--- config.mk ---
export PLATFORM = sky130hd
export DESIGN_NAME = irq_priority_ctrl
export DESIGN_NICKNAME = d
export VERILOG_FILES = /design/src/rtl/soc_irq_pkg.sv /design/src/rtl/irq_prio_enc.sv /design/src/rtl/irq_priority_ctrl.sv
export SDC_FILE = /design/constraint.sdc
export NUM_CORES = 1
export LEC_CHECK = 0
export ABC_CLOCK_PERIOD_IN_PS = 1400
export CAP_MARGIN = 15
export CORE_ASPECT_RATIO = 0.8
export CORE_MARGIN = 2
export CORE_UTILIZATION = 30
export DETAILED_ROUTE_END_ITERATION = 16
export GPL_TIMING_DRIVEN = 0
export PLACE_DENSITY = 0.61
export RECOVER_POWER = 25
export SYNTH_ARGS = -nofsm -noshare
export SYNTH_HDL_FRONTEND = slang
export SYNTH_SLANG_ARGS = --single-unit
--- constraint.sdc ---
create_clock -name clk -period 1.4 [get_ports clk]
set_input_delay 0.28 -clock clk [delete_from_list [all_inputs] [get_ports clk]]
set_output_delay 0.28 -clock clk [all_outputs]
set_load 0.02 [all_outputs]
--- src/rtl/soc_irq_pkg.sv ---
// ---------------------------------------------------------------------------
// soc_irq_pkg
//   Shared definitions for the interrupt priority controller:
//     NUM_SRC     - number of interrupt sources
//     SEL_W       - width of a source index
//     irq_state_t - handshake FSM state encoding
// ---------------------------------------------------------------------------
package soc_irq_pkg;

  localparam int NUM_SRC = 4;
  localparam int SEL_W   = $clog2(NUM_SRC);

  typedef enum logic [1:0] {
    IDLE     = 2'd0,
    ASSERT   = 2'd1,
    WAIT_REL = 2'd2
  } irq_state_t;

endpackage

--- src/rtl/irq_prio_enc.sv ---
// ---------------------------------------------------------------------------
// irq_prio_enc
//   Combinational fixed-priority encoder, highest index wins.
//   Ports:
//     i_eligible [NUM_SRC-1:0] - candidate sources
//     o_idx      [SEL_W-1:0]   - index of highest set bit (0 when none)
//     o_valid                  - at least one bit of i_eligible is set
// ---------------------------------------------------------------------------
module irq_prio_enc
  import soc_irq_pkg::*;
(
  input  logic [NUM_SRC-1:0] i_eligible,
  output logic [SEL_W-1:0]   o_idx,
  output logic               o_valid
);

  // Ascending scan: a later (higher) set bit overwrites a lower one.
  always_comb begin
    o_idx = '0;
    for (int i = 0; i < NUM_SRC; i++) begin
      if (i_eligible[i]) begin
        o_idx = SEL_W'(i);
      end
    end
  end

  assign o_valid = |i_eligible;

endmodule

--- src/rtl/irq_priority_ctrl.sv ---
// ---------------------------------------------------------------------------
// irq_priority_ctrl
//   Edge-triggered interrupt collector with per-source mask, sticky overflow
//   flags and a non-preemptive irq/iack handshake to the CPU.
//   Ports:
//     clk, rst   - clock, synchronous active-high reset
//     req        - request lines, rising edge latches pending
//     mask_we    - write mask_d into the mask register
//     mask_d     - mask write data (1 = source enabled)
//     iack       - CPU acknowledge level, held until irq drops
//     ovf_clr    - clears all overflow flags
//     irq        - registered interrupt request to CPU
//     prio_sel   - index of the source currently being served
//     pending    - pending flags
//     ovf        - sticky overflow flags
//     mask_q     - current mask register
// ---------------------------------------------------------------------------
module irq_priority_ctrl
  import soc_irq_pkg::*;
#(
  parameter logic [NUM_SRC-1:0] RESET_MASK = 4'b1111
) (
  input  logic               clk,
  input  logic               rst,
  input  logic [NUM_SRC-1:0] req,
  input  logic               mask_we,
  input  logic [NUM_SRC-1:0] mask_d,
  input  logic               iack,
  input  logic               ovf_clr,
  output logic               irq,
  output logic [SEL_W-1:0]   prio_sel,
  output logic [NUM_SRC-1:0] pending,
  output logic [NUM_SRC-1:0] ovf,
  output logic [NUM_SRC-1:0] mask_q
);

  logic [NUM_SRC-1:0] r_req_d;
  logic [NUM_SRC-1:0] r_pending;
  logic [NUM_SRC-1:0] r_ovf;
  logic [NUM_SRC-1:0] r_mask;
  logic               r_irq;
  logic [SEL_W-1:0]   r_sel;
  irq_state_t         r_state;

  logic [NUM_SRC-1:0] w_edge;
  logic [NUM_SRC-1:0] w_clr;
  logic [NUM_SRC-1:0] w_ovf_set;
  logic [NUM_SRC-1:0] w_eligible;
  logic [SEL_W-1:0]   w_enc_idx;
  logic               w_enc_valid;

  genvar gi;
  generate
    for (gi = 0; gi < NUM_SRC; gi++) begin : g_src
      assign w_edge[gi] = req[gi] & ~r_req_d[gi];
      // Acknowledge clears only the bit latched in prio_sel.
      assign w_clr[gi]  = (r_state == ASSERT) && iack && (r_sel == SEL_W'(gi));
      // A repeat edge that lands on the acknowledge cycle simply re-arms the
      // bit, so it is not counted as an overflow.
      assign w_ovf_set[gi] = w_edge[gi] & r_pending[gi] & ~w_clr[gi];
    end
  endgenerate

  assign w_eligible = r_pending & r_mask;

  irq_prio_enc u_prio_enc (
    .i_eligible (w_eligible),
    .o_idx      (w_enc_idx),
    .o_valid    (w_enc_valid)
  );

  always_ff @(posedge clk) begin
    if (rst) begin
      r_req_d   <= '0;
      r_pending <= '0;
      r_ovf     <= '0;
      r_mask    <= RESET_MASK;
      r_irq     <= 1'b0;
      r_sel     <= '0;
      r_state   <= IDLE;
    end else begin
      r_req_d   <= req;
      // Set wins over clear.
      r_pending <= (r_pending & ~w_clr) | w_edge;
      // A new overflow event wins over ovf_clr.
      r_ovf     <= (ovf_clr ? '0 : r_ovf) | w_ovf_set;
      if (mask_we) begin
        r_mask <= mask_d;
      end

      // Selection happens only in IDLE, so prio_sel is frozen for the whole
      // handshake and mask changes cannot retract an asserted irq.
      case (r_state)
        IDLE: begin
          if (w_enc_valid) begin
            r_sel   <= w_enc_idx;
            r_irq   <= 1'b1;
            r_state <= ASSERT;
          end
        end
        ASSERT: begin
          if (iack) begin
            r_irq   <= 1'b0;
            r_state <= WAIT_REL;
          end
        end
        WAIT_REL: begin
          if (!iack) begin
            r_state <= IDLE;
          end
        end
        default: begin
          r_irq   <= 1'b0;
          r_state <= IDLE;
        end
      endcase
    end
  end

  assign irq      = r_irq;
  assign prio_sel = r_sel;
  assign pending  = r_pending;
  assign ovf      = r_ovf;
  assign mask_q   = r_mask;

endmodule

==> results of run 1 <==
## what timing repair did
| action | CTS | global route |
|---|---|---|
| endpoints found under the hold margin | 0 | 0 |
| cloned | 0 | 0 |
| setup endpoints to repair | 15 | 1 |
| pin swaps | 0 | 0 |
| resized for setup | 15 | 2 |
## cells by family after synthesis
| logic type | after synthesis | synth area share |
|---|---|---|
| buffers and inverters | 5 | 0.0265 |
| DFF | 21 | 0.524 |
| AOI/OAI and AO/OA | 27 | 0.242 |
| and+or+nand+nor | 25 | 0.197 |
| xor gates and xnor gates | 1 | 0.0109 |
## cell usage in the layout, fill, tap and decap left out
master,netlist,final
clkdlybuf4s50_1,0,11
buf_2,2,2
a221oi_2,1,1
or3b_2,4,4
nor3b_1,1,1
dfxtp_1,21,21
a21oi_1,7,7
xnor2_1,1,1
nor2_1,1,1
a32o_1,1,1
dlygate4sd2_1,0,14
nand2b_1,5,5
a22oi_1,2,2
nand3b_1,1,1
nand2_1,3,3
clkbuf_2,0,1
clkbuf_1,2,2
clkinv_2,0,1
a211oi_1,1,1
or3_1,1,1
o21ai_0,3,3
nor2b_1,8,8
inv_1,1,1
nand3_1,1,1
clkbuf_4,0,3
dlygate4sd3_1,0,1
a211o_1,5,5
o31ai_1,7,7
## cell type report
type	count	area [um^2]	area share
Sequential cell	21	420	0.375
Multi-Input combinational cell	53	360	0.321
Timing Repair Buffer	27	248	0.221
Tap cell	36	45.0	0.0401
Clock buffer	3	22.5	0.0201
Buffer	4	17.5	0.0156
Clock inverter	1	5.00	0.00446
Inverter	1	3.75	0.00334
## registers in the layout (all words and copies together), names as in the netlist
name	count
mask_q	4
ovf	4
pending	4
r_req_d	4
prio_sel	2
r_state	2
irq	1
## power by group
part           switching, mW  total, mW  internal [mW]
clock network          0.177      0.284          0.107
logic                  0.142      0.269          0.127
registers             0.0325      0.679          0.646
## routing by layer
metal	wire length, um	share of wire	vias to the layer above	track usage
met5	0	0	-	0
met1	823	0.48	314	0.166
met2	735	0.43	25	0.191
met3	132	0.077	4	0.0593
met4	17	0.0099	0	0.0319
li1	-	-	351	-
## stage by stage
step	instances	total power, mW
after floorplan	79	0.852
after global placement	142	0.987
after detailed placement	142	0.992
after CTS	146	1.25
after global routing	146	1.31
final	146	1.23
## path summary, 6_finish.rpt
check                              from                  endpoint  slack (ns)  cells after the start
hold / removal         irq$_SDFFE_PP0P_          irq$_SDFFE_PP0P_        0.46                      2
setup / recovery  pending[2]$_SDFF_PP0_                pending[2]        0.05                      1
setup reg to reg  pending[1]$_SDFF_PP0_  prio_sel[0]$_SDFFE_PP0P_        0.24                      3
hold reg to reg        irq$_SDFFE_PP0P_          irq$_SDFFE_PP0P_        0.46                      2
==> impl_metrics.json, run 1 <==
{
  "slew-limit-headroom": 0.700,
  "route.vias.total": 694,
  "ys_ff_latch": 21,
  "syn_inst": 79,
  "fmax_ghz": 0.743,
  "startpoint_type": "flop",
  "die_w_um": 61.8,
  "setup_violations": 0,
  "start_util": 0.320,
  "irDropWorstVdd_uv": 563,
  "crit_type": "reg -> out",
  "crit_chain": "dlygate4sd2_1",
  "std_cell_rows": 16,
  "cts_root_buffer": "clkbuf_4",
  "antenna_found_initial": 0,
  "ys_warn_count": 0,
  "cp_slowest_stage_delay_ns": 0.41,
  "synth.most_common_cell": "dfxtp_1",
  "dr.first_iter.drc_count": 5,
  "final_util": 0.449,
  "final_max_slew_viol_count": 0,
  "cts_buffer_depth": 2,
  "grt_usage": 0.128,
  "arrival_ns": 1.07,
  "core-area_um2": 2500,
  "placed_area_um2": 1120,
  "cpLargestDelayFamily": "flip-flops",
  "whs_ns": 0.458,
  "path_buf_inv": 1,
  "cts_sinks": 21,
  "synth_ff_type": "dfxtp_1",
  "worst_slack_ns": 0.0548,
  "cellPowerDensity_nw_per_um2": 1100,
  "dr.pass1.iters": 4,
  "postCtsSetupRepairBufs": 0,
  "diodes": 0,
  "fin_crit_ns": 1.35,
  "hp-class": "reg -> reg",
  "p_leak_nw": 0.452,
  "grt_start_max_net_pins": 13,
  "status": "completed",
  "htree_levels": 1,
  "preCtsSetupSlack_ns": -0.192,
  "wl_per_cell_um": 11.7,
  "synth-edff-count": 0,
  "hold_viol_final": 0,
  "synth_nets": 92,
  "slowest_stage": "dfxtp_1",
  "finalInstanceArea_um2": 1120,
  "clock-skew-final_ns": 0.00871,
  "ios": 28,
  "clk_latency_ns": 0.30,
  "postCtsHoldBufs": 0,
  "tritoncts": "built",
  "viasPerCell": 4.75,
  "area_growth_pct": 39.9,
  "drive_gt1_frac": 0.109,
  "cap_viol_max_count": 0,
  "synth_area_um2": 802,
  "grt-ovfl-total": 0,
  "tns_ns": 0,
  "synth_seq_area_share": 0.524,
  "numCtsBuffers": 3,
  "avgSynthCellArea_um2": 10.2,
  "cts.clk_slew.worst_paths_ns": 0.12,
  "route.detailed.drc": 0,
  "antenna_left": 0,
  "synth-async-reset-ratio": 0,
  "cp_max_fo": 4,
  "routed_wl_um": 1710,
  "io_buffers": 27,
  "ys_types": 22,
  "synth_top_area_cell": "dfxtp_1",
  "dp.final_hpwl_um": 1300,
  "grt_pass1_wl_um": 2940,
  "grt_pass1_vias": 668,
  "required_ns": 1.12,
  "place_congestion": 0.765,
  "synth_top_area_frac": 0.524,
  "worst_pin_slew_ns": 0.451,
  "die_h_um": 50.2,
  "period_share": 0.961,
  "rsz0062_at_grt": "false",
  "synth_common_cells": "dfxtp_1, nor2b_1, a21oi_1, o31ai_1",
  "worstSetupEndpointType": "primary output",
  "fin_nets": 124,
  "fillCellCount": 274,
  "synthTopCellsByArea": "dfxtp_1, o31ai_1, nor2b_1",
  "die-area_um2": 3110
}
Note: power is estimated with default switching activity, not from simulation.
==> run 2, diff against run 1 <==
- ABC_CLOCK_PERIOD_IN_PS: 1400 -> not set
==> results of run 2 <==
Final layout, timing and power as in run 1 (identical DEF).
==> run 3, diff against run 2 <==
- MAX_ROUTING_LAYER: not set -> met4
==> run 3 against run 2 <==
Effect of this change:
- core utilization increased by 0.050 points
- combinational power about the same
- design area increased by 0.11%
- sequential power about the same
- clock skew decreased by 0.0022 ns
- critical path depth unchanged
- routed wire length decreased by 0.47%
- setup slack improved by 0.0037 ns
- clock power about the same
- critical path type unchanged
- largest power group unchanged
==> impl_metrics.json, run 3 (synthesized netlist as in run 1, its figures left out) <==
{
  "required_ns": 1.12,
  "preCtsSetupSlack_ns": -0.192,
  "fin_crit_ns": 1.34,
  "antenna_found_initial": 0,
  "grt_usage": 0.132,
  "fin_nets": 124,
  "grt.met1_usage": 0.171,
  "worstReg2RegStart": "pending[1]$_SDFF_PP0_",
  "clock-skew-final_ns": 0.00653,
  "cellPowerDensity_nw_per_um2": 1100,
  "fmax_ghz": 0.745,
  "whs_endpoint": "irq$_SDFFE_PP0P_",
  "setup_violations": 0,
  "reg2reg_slack_ns": 0.23,
  "grt_pass1_vias": 666,
  "p_leak_nw": 0.450,
  "cp_max_fo": 4,
  "die_h_um": 50.2,
  "start_util": 0.320,
  "arrival_ns": 1.06,
  "fillCellCount": 273,
  "final_common_cell": "dfxtp_1",
  "hp-class": "reg -> reg",
  "routed_wl_um": 1700,
  "antenna_left": 0,
  "numCtsBuffers": 3,
  "hold_viol_final": 0,
  "startpoint_type": "flop",
  "irDropWorstVdd_uv": 569,
  "globalRouteMet3Util": 0.0541,
  "std_cell_rows": 16,
  "dr.pass1.iters": 4,
  "cap_viol_max_count": 0,
  "finalInstanceArea_um2": 1120,
  "area_growth_pct": 40.1,
  "worst_pin_slew_ns": 0.454,
  "whs_ns": 0.460,
  "route.vias.total": 686,
  "cpLargestDelayFamily": "flip-flops",
  "placed_area_um2": 1120,
  "postCtsSetupRepairBufs": 0,
  "period_share": 0.958,
  "crit_chain": "dlygate4sd2_1",
  "cts_sinks": 21,
  "viasPerCell": 4.70,
  "top_usage_layer": "met2",
  "hold_path_depth": 2,
  "worst_slack_ns": 0.0584,
  "multi_input_area_um2": 360,
  "crit_type": "reg -> out",
  "worstSetupEndpointType": "primary output",
  "cp_slowest_stage_delay_ns": 0.41,
  "core-area_um2": 2500,
  "tritoncts": "built",
  "worstReg2RegEnd": "prio_sel[0]$_SDFFE_PP0P_",
  "grt-ovfl-total": 0,
  "place_congestion": 0.775,
  "wl_per_cell_um": 11.7,
  "clk_latency_ns": 0.30,
  "die-area_um2": 3110,
  "path_buf_inv": 1,
  "met2_usage": 0.191,
  "slowest_stage": "dfxtp_1",
  "min_from": "irq$_SDFFE_PP0P_",
  "rsz0062_at_grt": "false",
  "io_buffers": 27,
  "drive_gt1_frac": 0.109,
  "ios": 28,
  "final_cell_mix": "dfxtp_1, dlygate4sd2_1, clkdlybuf4s50_1, nor2b_1",
  "diodes": 0,
  "slew-limit-headroom": 0.697,
  "cts_root_buffer": "clkbuf_4",
  "cts_buffer_depth": 2,
  "grt_pass1_wl_um": 2950,
  "dr.first_iter.drc_count": 5,
  "status": "completed",
  "cts.clk_slew.worst_paths_ns": 0.12,
  "grt_start_max_net_pins": 13,
  "dp.final_hpwl_um": 1300,
  "seq_area_um2": 420,
  "route.detailed.drc": 0,
  "die_w_um": 61.8,
  "final_max_slew_viol_count": 0,
  "r2r_cells": 3,
  "htree_levels": 1
}
[run 3: how the worst max path moves through the flow]
stage | from | end | slack (ns) | depth (start not counted)
CTS | prio_sel[1]$_SDFFE_PP0P_ | prio_sel[1] | 0.03 | 1
global route | mask_q[0]$_SDFFE_PP1P_ | mask_q[0] | 0.005 | 1
detailed placement | rst | ovf[3]$_SDFF_PP0_ | -0.19 | 3
floorplan | pending[1]$_SDFF_PP0_ | prio_sel[0]$_SDFFE_PP0P_ | 0.19 | 3
global placement | rst | ovf[0]$_SDFF_PP0_ | -0.16 | 3
finish | pending[1]$_SDFF_PP0_ | pending[1] | 0.06 | 1
[run 3: final cells by class]
class                      count  share of cell area
timing repair buffer          27               0.222
clock inverter                 1             0.00445
tap                           36              0.0401
buffer                         4              0.0156
multi-input combinational     53               0.321
inverter                       1             0.00334
clock buffer                   3              0.0200
sequential                    21               0.374
[run 3: what timing repair did]
action                     in CTS  in global routing
resized for setup              15                  3
setup endpoints to repair      15                  2
hold buffers                    0                  0
[run 3: power breakdown]
part	total, mW	internal, mW	leakage [nW]	switching [mW]
clock	0.286	0.107	0.0177	0.179
sequential	0.679	0.646	0.174	0.0327
combinational	0.269	0.127	0.258	0.142
total	1.23	0.880	0.450	0.353
[run 3: per-stage QoR]
| stage | TNS, ns | util | power (mW) | cells |
|---|---|---|---|---|
| final | 0 | 0.449 | 1.23 | 146 |
| after global routing | 0 | 0.449 | 1.31 | 146 |
| after CTS | 0 | 0.450 | 1.25 | 146 |
| after detailed placement | -2.32 | 0.447 | 0.992 | 142 |
| after global placement | -2.02 | 0.447 | 0.987 | 142 |
| after floorplan | 0 | - | 0.852 | 79 |
[run 3: layer usage]
metal | part of all wire | vias to the layer above
li1 | - | 351
met1 | 0.49 | 308
met2 | 0.44 | 23
met3 | 0.063 | 4
met4 | 0.010 | 0
met5 | 0 | -
